`config.mk`:
```
export PLATFORM = sky130hd
export DESIGN_NAME = pixel_frame_sequencer
export DESIGN_NICKNAME = d
export VERILOG_FILES = /design/src/rtl/pixel_frame_sequencer.sv
export SDC_FILE = /design/constraint.sdc
export NUM_CORES = 1
export LEC_CHECK = 0
export CAP_MARGIN = 0
export CORE_ASPECT_RATIO = 0.5
export CORE_UTILIZATION = 45
export DETAILED_ROUTE_END_ITERATION = 8
export GPL_TIMING_DRIVEN = 0
export HOLD_SLACK_MARGIN = 0.03
export REMOVE_ABC_BUFFERS = 1
export SYNTH_ARGS = -nofsm -noshare
export SYNTH_HDL_FRONTEND = slang
export SYNTH_SLANG_ARGS = --single-unit
export TNS_END_PERCENT = 20
```
`constraint.sdc`:
```
create_clock -name clk -period 11.45 [get_ports clk]
set_input_delay 1.145 -clock clk [delete_from_list [all_inputs] [get_ports clk]]
set_output_delay 1.145 -clock clk [all_outputs]
set_load 0.02 [all_outputs]
```
`src/rtl/pixel_frame_sequencer.sv`:
```
// pixel_frame_sequencer
// Frame sequencer and digital CDS readout for a ramp-compare pixel array.
// Drives the erase / expose / corr / convert phases, generates the shared
// ramp count, latches the ramp value at each pixel's first comparator trip,
// then streams MAX - (data - corr) (saturated) per pixel over valid/ready.
//
// State table
//   state       | meaning
//   S_IDLE      | waiting for start; captures cds_en / expose_cycles, clears latches
//   S_ERASE     | erase=1 for ERASE_CYCLES cycles
//   S_EXPOSE    | expose=1 for max(expose_cycles,1) cycles
//   S_CORR_CONV | reset-level ramp (corr=1, convert=1), latches into corr_reg
//   S_SIG_CONV  | signal ramp (convert=1), latches into data_reg
//   S_READOUT   | presents pixels 0..PIXEL_COUNT-1 over valid/ready
//   S_DONE      | one-cycle frame_done pulse, busy already low
//
// Ports
//   clk, reset (async, active-low)          clock and reset
//   start, cds_en, expose_cycles            frame request and its configuration
//   pixel_cmp                               per-pixel comparator outputs
//   erase, expose, corr, convert            array phase controls
//   ramp_count                              shared ramp value (0 outside conversion)
//   busy, frame_done                        frame status
//   out_valid, out_ready, out_data, out_index  result stream
module pixel_frame_sequencer #(
  parameter int PIXEL_COUNT   = 4,
  parameter int COUNTER_WIDTH = 8,
  parameter int ERASE_CYCLES  = 4
) (
  input  logic                           clk,
  input  logic                           reset,
  input  logic                           start,
  input  logic                           cds_en,
  input  logic [15:0]                    expose_cycles,
  input  logic [PIXEL_COUNT-1:0]         pixel_cmp,
  output logic                           erase,
  output logic                           expose,
  output logic                           corr,
  output logic                           convert,
  output logic [COUNTER_WIDTH-1:0]       ramp_count,
  output logic                           busy,
  output logic                           out_valid,
  input  logic                           out_ready,
  output logic [COUNTER_WIDTH-1:0]       out_data,
  output logic [$clog2(PIXEL_COUNT)-1:0] out_index,
  output logic                           frame_done
);

  localparam int IDX_W = $clog2(PIXEL_COUNT);
  localparam logic [COUNTER_WIDTH-1:0] MAX = '1;
  localparam logic [IDX_W-1:0] LAST_IDX = IDX_W'(PIXEL_COUNT - 1);
  localparam logic [15:0] ERASE_LAST = 16'(ERASE_CYCLES - 1);

  typedef enum logic [2:0] {
    S_IDLE,
    S_ERASE,
    S_EXPOSE,
    S_CORR_CONV,
    S_SIG_CONV,
    S_READOUT,
    S_DONE
  } state_t;

  state_t                   state;
  logic [15:0]              timer;
  logic [15:0]              expose_len;
  logic                     cds_mode;
  logic [COUNTER_WIDTH-1:0] corr_reg [PIXEL_COUNT];
  logic [COUNTER_WIDTH-1:0] data_reg [PIXEL_COUNT];
  logic [PIXEL_COUNT-1:0]   tripped;
  logic [PIXEL_COUNT-1:0]   trip;
  logic                     conv_phase;
  logic                     ramp_last;
  logic [COUNTER_WIDTH-1:0] first_result;
  logic [COUNTER_WIDTH-1:0] next_result;
  logic [IDX_W-1:0]         next_idx;

  function automatic logic [COUNTER_WIDTH-1:0] cds_result(
    input logic [COUNTER_WIDTH-1:0] d,
    input logic [COUNTER_WIDTH-1:0] c
  );
    if (d >= c) return MAX - (d - c);
    else        return MAX;
  endfunction

  always_comb begin
    conv_phase = (state == S_CORR_CONV) || (state == S_SIG_CONV);
    ramp_last  = (ramp_count == MAX);
    // Only the first rising comparator in a phase is captured.
    trip       = conv_phase ? (pixel_cmp & ~tripped) : '0;
    // Pixel 0 result must be ready the edge its own last-cycle latch happens.
    first_result = cds_result(trip[0] ? ramp_count : data_reg[0], corr_reg[0]);
    next_idx     = out_index + 1'b1;
    next_result  = cds_result(data_reg[next_idx], corr_reg[next_idx]);
  end

  always_ff @(posedge clk or negedge reset) begin
    if (!reset) begin
      state      <= S_IDLE;
      timer      <= '0;
      expose_len <= '0;
      cds_mode   <= 1'b0;
      tripped    <= '0;
      erase      <= 1'b0;
      expose     <= 1'b0;
      corr       <= 1'b0;
      convert    <= 1'b0;
      ramp_count <= '0;
      busy       <= 1'b0;
      out_valid  <= 1'b0;
      out_data   <= '0;
      out_index  <= '0;
      frame_done <= 1'b0;
      for (int i = 0; i < PIXEL_COUNT; i++) begin
        corr_reg[i] <= '0;
        data_reg[i] <= '0;
      end
    end else begin
      frame_done <= 1'b0;
      case (state)
        S_IDLE: begin
          if (start) begin
            cds_mode   <= cds_en;
            expose_len <= (expose_cycles == 16'd0) ? 16'd1 : expose_cycles;
            tripped    <= '0;
            for (int i = 0; i < PIXEL_COUNT; i++) begin
              corr_reg[i] <= '0;
              data_reg[i] <= '0;
            end
            timer <= ERASE_LAST;
            erase <= 1'b1;
            busy  <= 1'b1;
            state <= S_ERASE;
          end
        end

        S_ERASE: begin
          if (timer == 16'd0) begin
            erase  <= 1'b0;
            expose <= 1'b1;
            timer  <= expose_len - 16'd1;
            state  <= S_EXPOSE;
          end else begin
            timer <= timer - 16'd1;
          end
        end

        S_EXPOSE: begin
          if (timer == 16'd0) begin
            expose     <= 1'b0;
            convert    <= 1'b1;
            ramp_count <= '0;
            tripped    <= '0;
            // Preloading MAX makes a pixel that never trips read back as MAX.
            if (cds_mode) begin
              corr <= 1'b1;
              for (int i = 0; i < PIXEL_COUNT; i++) corr_reg[i] <= MAX;
              state <= S_CORR_CONV;
            end else begin
              for (int i = 0; i < PIXEL_COUNT; i++) data_reg[i] <= MAX;
              state <= S_SIG_CONV;
            end
          end else begin
            timer <= timer - 16'd1;
          end
        end

        S_CORR_CONV: begin
          for (int i = 0; i < PIXEL_COUNT; i++)
            if (trip[i]) corr_reg[i] <= ramp_count;
          if (ramp_last) begin
            corr       <= 1'b0;
            ramp_count <= '0;
            tripped    <= '0;
            for (int i = 0; i < PIXEL_COUNT; i++) data_reg[i] <= MAX;
            state <= S_SIG_CONV;
          end else begin
            tripped    <= tripped | trip;
            ramp_count <= ramp_count + 1'b1;
          end
        end

        S_SIG_CONV: begin
          for (int i = 0; i < PIXEL_COUNT; i++)
            if (trip[i]) data_reg[i] <= ramp_count;
          tripped <= tripped | trip;
          if (ramp_last) begin
            convert    <= 1'b0;
            ramp_count <= '0;
            out_valid  <= 1'b1;
            out_index  <= '0;
            out_data   <= first_result;
            state      <= S_READOUT;
          end else begin
            ramp_count <= ramp_count + 1'b1;
          end
        end

        S_READOUT: begin
          if (out_ready) begin
            if (out_index == LAST_IDX) begin
              out_valid  <= 1'b0;
              out_data   <= '0;
              out_index  <= '0;
              frame_done <= 1'b1;
              busy       <= 1'b0;
              state      <= S_DONE;
            end else begin
              out_index <= next_idx;
              out_data  <= next_result;
            end
          end
        end

        S_DONE: begin
          state <= S_IDLE;
        end

        default: state <= S_IDLE;
      endcase
    end
  end

endmodule

```
== After elaboration in Yosys (flattened, before gate mapping) ==
Cells that the tools add are included.
Word-level totals
  logic and storage cells: 166
  bits in registers: 129
Cells by class
  equality and inequality tests: 24
  $add $sub $neg: 8
  bitwise logic cells: 4
  magnitude comparators: 3
  reduce and logical (&&, ||, !) cells: 35
  multiplexer cells: 69
Operator list (count)
  $mux W32: 6
  $mux W8: 16
  $pmux W32 S4: 1
  $pmux W32 S3: 1
  $mux W16: 4
  $pmux W16 S3: 1
  $ne A2 B2 Y1 const B: 17
  $bmux W8 S2: 2
  $logic_not A16 Y1: 2
  $pmux W8 S2: 2
  $sub A16 B1 Y16 const B: 2
  $reduce_and A5 Y1: 5
  $mux W3: 8
  $pmux W3 S6: 1
  $reduce_and A3 Y1: 6
  $reduce_and A6 Y1: 3
  $ge A8 B8 Y1: 2
  $mux W4: 4
  $pmux W4 S4: 1
  $sub A8 B8 Y8: 2
  $sub A8 B8 Y8 const A: 2
  $reduce_bool A2 Y1: 7
  $mux W1: 12
  $pmux W1 S2: 6
  other kinds (22): 30

== Depth between registers and ports, before layout ==
  depth in word-level cells: 11
  gate-level depth with buffers: 15
  gate-level depth less buffers: 13

== Worst setup path after synthesis ==
OpenSTA, ideal clock, no wires.
  path kind: reg-to-reg
  from: reg out_index[0]
  to: reg out_data[6]
  setup time: 140 ps
  arrival: 3796 ps
  clock period less this slack: 3936 ps
  cell stages (with the launch flop): 15
  slack: 7514 ps
  cells stage by stage: dfrtp_1 ha_1 clkbuf_1 buf_1 mux4_2 inv_1 ha_1 inv_1 fa_1 nor2b_1 o21ai_0 a21boi_0 mux2i_1 o41ai_1 o211ai_1
On the way
  longest elaborated chain between the ends: 11
RTL lines
  from (decl): line 45  | output logic [$clog2(PIXEL_COUNT)-1:0] out_index,
  from (signal assigned): line 209  | out_index <= next_idx;
  $add A2 B1 Y2: line 93  | next_idx = out_index + 1'b1;
  $not A2 Y3 (not written as such): line 94  | next_result = cds_result(data_reg[next_idx], corr_reg[next_idx]);
  $bmux W8 S2: line 94
  $mux W8 (not written as such) (2 in series): line 94
  $sub A8 B8 Y8 (2 in series): line 82  | if (d >= c) return MAX - (d - c);
  $mux W8: line 82
  $mux W8 *: line 201  | if (out_index == LAST_IDX) begin
  $mux W8 *: line 200  | if (out_ready) begin
  $pmux W8 S2 *: line 120  | case (state)
  to (signal assigned): line 192  | out_data <= first_result;
  to (signal assigned): line 210  | out_data <= next_result;
  to (decl): line 44  | output logic [COUNTER_WIDTH-1:0] out_data,
Every way passes the cells marked *; elsewhere a longest branch is shown, timed or not. The select of a mux whose other input is x is not followed.
A chain may end at the register's enable or synchronous reset.

== Final worst setup path ==
  from: reg out_index[0]
  to: reg out_data[3]
Same word-level chain as after synthesis.

==> results.toml <==
[power_and_ir_drop]
leakagePower_nw = 3.737
power_frac_seq_pct = 27.5
p_sw_w = 0.001328
p_comb_share_pct = 54.6
p_sw_share_pct = 44.07
power_density_mw_per_mm2 = 343.0
power_frac_clock_pct = 17.9
intPower_w = 0.001685
vdd_ir_drop_max_mv = 0.1488
power_w = 0.003013

[critical_path]
reg2reg_depth = 11
arrival_ns = 5.25
path_class = "reg2reg"
path_max_fanout = 19
required_ns = 11.78
endpoint_kind = "flop"
cp-start-kind = "flop"

[run]
max_cap_violations = 0

[worst_hold_path]
holdCritPathClass = "reg2reg"
hold-path-cell-count = 1

[global_routing]
grt-ovfl-total = 0
grt_pass1_wl_um = 30680
grt_start_max_net_pins = 97
grt_usage_pct = 23.85
grt_pass1_vias = 5593
antenna_found_initial = 0

[cts]
path_clk_slew_ns = 0.07
cts_made_buffers = 17
ctsResizeCount = 0
cts_tree = "done"
clk_latency_ns = 0.43
clockBufferDepth = 2
htreeDepth = 4
holdBufCountCts = 0
post_cts_buffers = 0
cts-root-buf = "clkbuf_16"
cts.sinks = 129

[route]
routed_wirelength_um = 18830
post_drt_wl_per_cell_um = 18.79
drc = 0
ant_nets = 0
viasPerCell = 5.725
dr_total_vias = 5736
drt_iter0_drc = 331
first_pass_iters = 4

[sta]
grt_setup_unrepaired = "no"
maxSlewViolCount = 0
skew_ns = 0.009411
finalSetupViolCount = 0
relSlewSlack_pct = 14.59
period_needed_ns = 4.921
hold_slack_ns = 0.4777
finalCritPeriodShare_pct = 42.98
max_freq_ghz = 0.2032
tns_ns = 0
worst_pin_slew_ns = 1.281
hold_viol = 0

[die]
die_w_um = 184.7
ios = 50
fp-row-count = 32
die_y_um = 93.36
start_util_pct = 47.38
dieArea_mm2 = 0.01725
core_mm2 = 0.01586

[cells_and_area]
area_growth_pct = 16.96
largest_reg_flops = 33
n_antenna_cell = 0
drive_above_1_share_pct = 17.54
num-fill-cells = 1427
nNetsFinal = 827

[placement]
gp_congestion = 0.8087
hpwl_um = 13310
numPortBuffers = 49

[synth]
yosysWarnings = 0
synthArstFlopShare_pct = 100.0
syn_inst = 729
synth.cell_area_mm2 = 0.007512
avgSynthCellArea_um2 = 10.30
synth-edff-count = 0
ys_ff_latch = 129
ys_types = 64
yosysSeqAreaShare_pct = 42.97
yosys_most_used_dff = "dfrtp_1"

[outcome]
outcome = "complete, no violations"
## routing by layer
layer | wire length (um) | part of all wire [%] | global-route usage [%] | up-vias
met5 | 0 | 0 | 0 | -
met4 | 179 | 0.95 | 5.923 | 0
met3 | 784 | 4.2 | 5.802 | 14
met2 | 8608 | 46 | 36.70 | 128
met1 | 9257 | 49 | 33.77 | 2860
li1 | - | - | - | 2734
## cell type report
| class | instances | area (um^2) | area share [%] |
|---|---|---|---|
| Sequential cell | 129 | 3228 | 36.74 |
| Timing Repair Buffer | 53 | 545.5 | 6.209 |
| Clock inverter | 15 | 151.4 | 1.723 |
| Tap cell | 221 | 276.5 | 3.147 |
| Inverter | 51 | 191.4 | 2.179 |
| Clock buffer | 17 | 425.4 | 4.842 |
| Multi-Input combinational cell | 516 | 3968 | 45.16 |
## worst paths after layout
kind | from | endpoint | slack (ns)
worst max-delay path | out_index[0] | out_data[3] | 6.53
worst min-delay path | busy | busy | 0.48
worst max register to register | out_index[0] | out_data[3] | 6.53
worst min register to register | busy | busy | 0.48
max in group asynchronous | reset | corr_reg[12] | 10.07
min in group asynchronous | reset | expose_len[2] | 0.60
## cells in the mapped netlist, drive strengths merged, types with 6 or more instances
library cell | number | area (um^2)
dfrtp | 129 | 3228
mux2 | 72 | 810.8
o21ai | 68 | 355.3
inv | 51 | 191.4
nor2 | 48 | 180.2
a21oi | 45 | 225.2
nand2 | 45 | 168.9
ha | 32 | 400.4
clkbuf | 18 | 67.56
xnor2 | 17 | 148.9
mux4 | 16 | 360.4
nor3 | 16 | 80.08
buf | 15 | 78.82
nand3 | 12 | 60.06
o21a | 11 | 82.58
mux2i | 8 | 80.08
nor2b | 8 | 50.05
nor4 | 8 | 50.05
or3 | 8 | 50.05
a22o | 7 | 61.31
a211oi | 6 | 45.04
## critical path, stage by stage (launching register included)
cell      delay [ns]
dfrtp_1         1.13
ha_1            0.98
mux4_2          0.60
inv_1           0.12
ha_1            0.22
inv_1           0.07
fa_1            0.42
a21oi_1         0.15
o21ai_0         0.12
a21oi_1         0.53
o21bai_1        0.19
a211oi_1        0.29
## placed cells by master (no fill, tap or decap), types with 7 or more instances in the layout
cell type,n
nor2_1,48
xnor2_1,17
mux2_2,72
ha_1,32
mux2i_1,8
or3_1,8
nand3_1,12
mux4_2,16
inv_1,51
dfrtp_1,129
nor3_1,15
a22o_1,7
o21a_1,11
clkdlybuf4s50_1,48
nor2b_1,8
a21oi_1,45
nor4_1,8
o21ai_0,63
clkbuf_16,17
nand2_1,45
## per-stage QoR
| step | cell area [um^2] | setup slack (ns) | utilization (%) | std cells |
|---|---|---|---|---|
| CTS | 8786 | 6.508 | 55.41 | 1002 |
| global placement | 8133 | 3.907 | 51.29 | 966 |
| finish | 8786 | 6.529 | 55.41 | 1002 |
| global route | 8786 | 6.114 | 55.41 | 1002 |
| detailed placement | 8209 | 6.508 | 51.78 | 970 |
| floorplan | 7366 | 7.334 | - | 696 |
## power groups by stage
stage / clock, W / combinational (W) / sequential (W)
after global placement: 0 / 0.00159 / 0.000825
after global routing: 0.000575 / 0.00181 / 0.000855
after floorplan: 0 / 0.00118 / 0.000805
after detailed placement: 0 / 0.00163 / 0.000832
final: 0.000541 / 0.00165 / 0.000827
after CTS: 0.000551 / 0.00164 / 0.000825
## cell families (layout without fill, tap and decap cells)
kind of cell,count (synthesis),in the layout,synth area share [%]
and+or+nand+nor,173,173,11.28
xor gates and xnor gates,21,21,2.448
buffers and inverters,84,136,4.497
AOI/OAI and AO/OA,192,192,16.29
muxes,96,96,16.66
adders and majority gates,34,34,5.863
DFF,129,129,42.97
(Power assumes the default switching activity.)
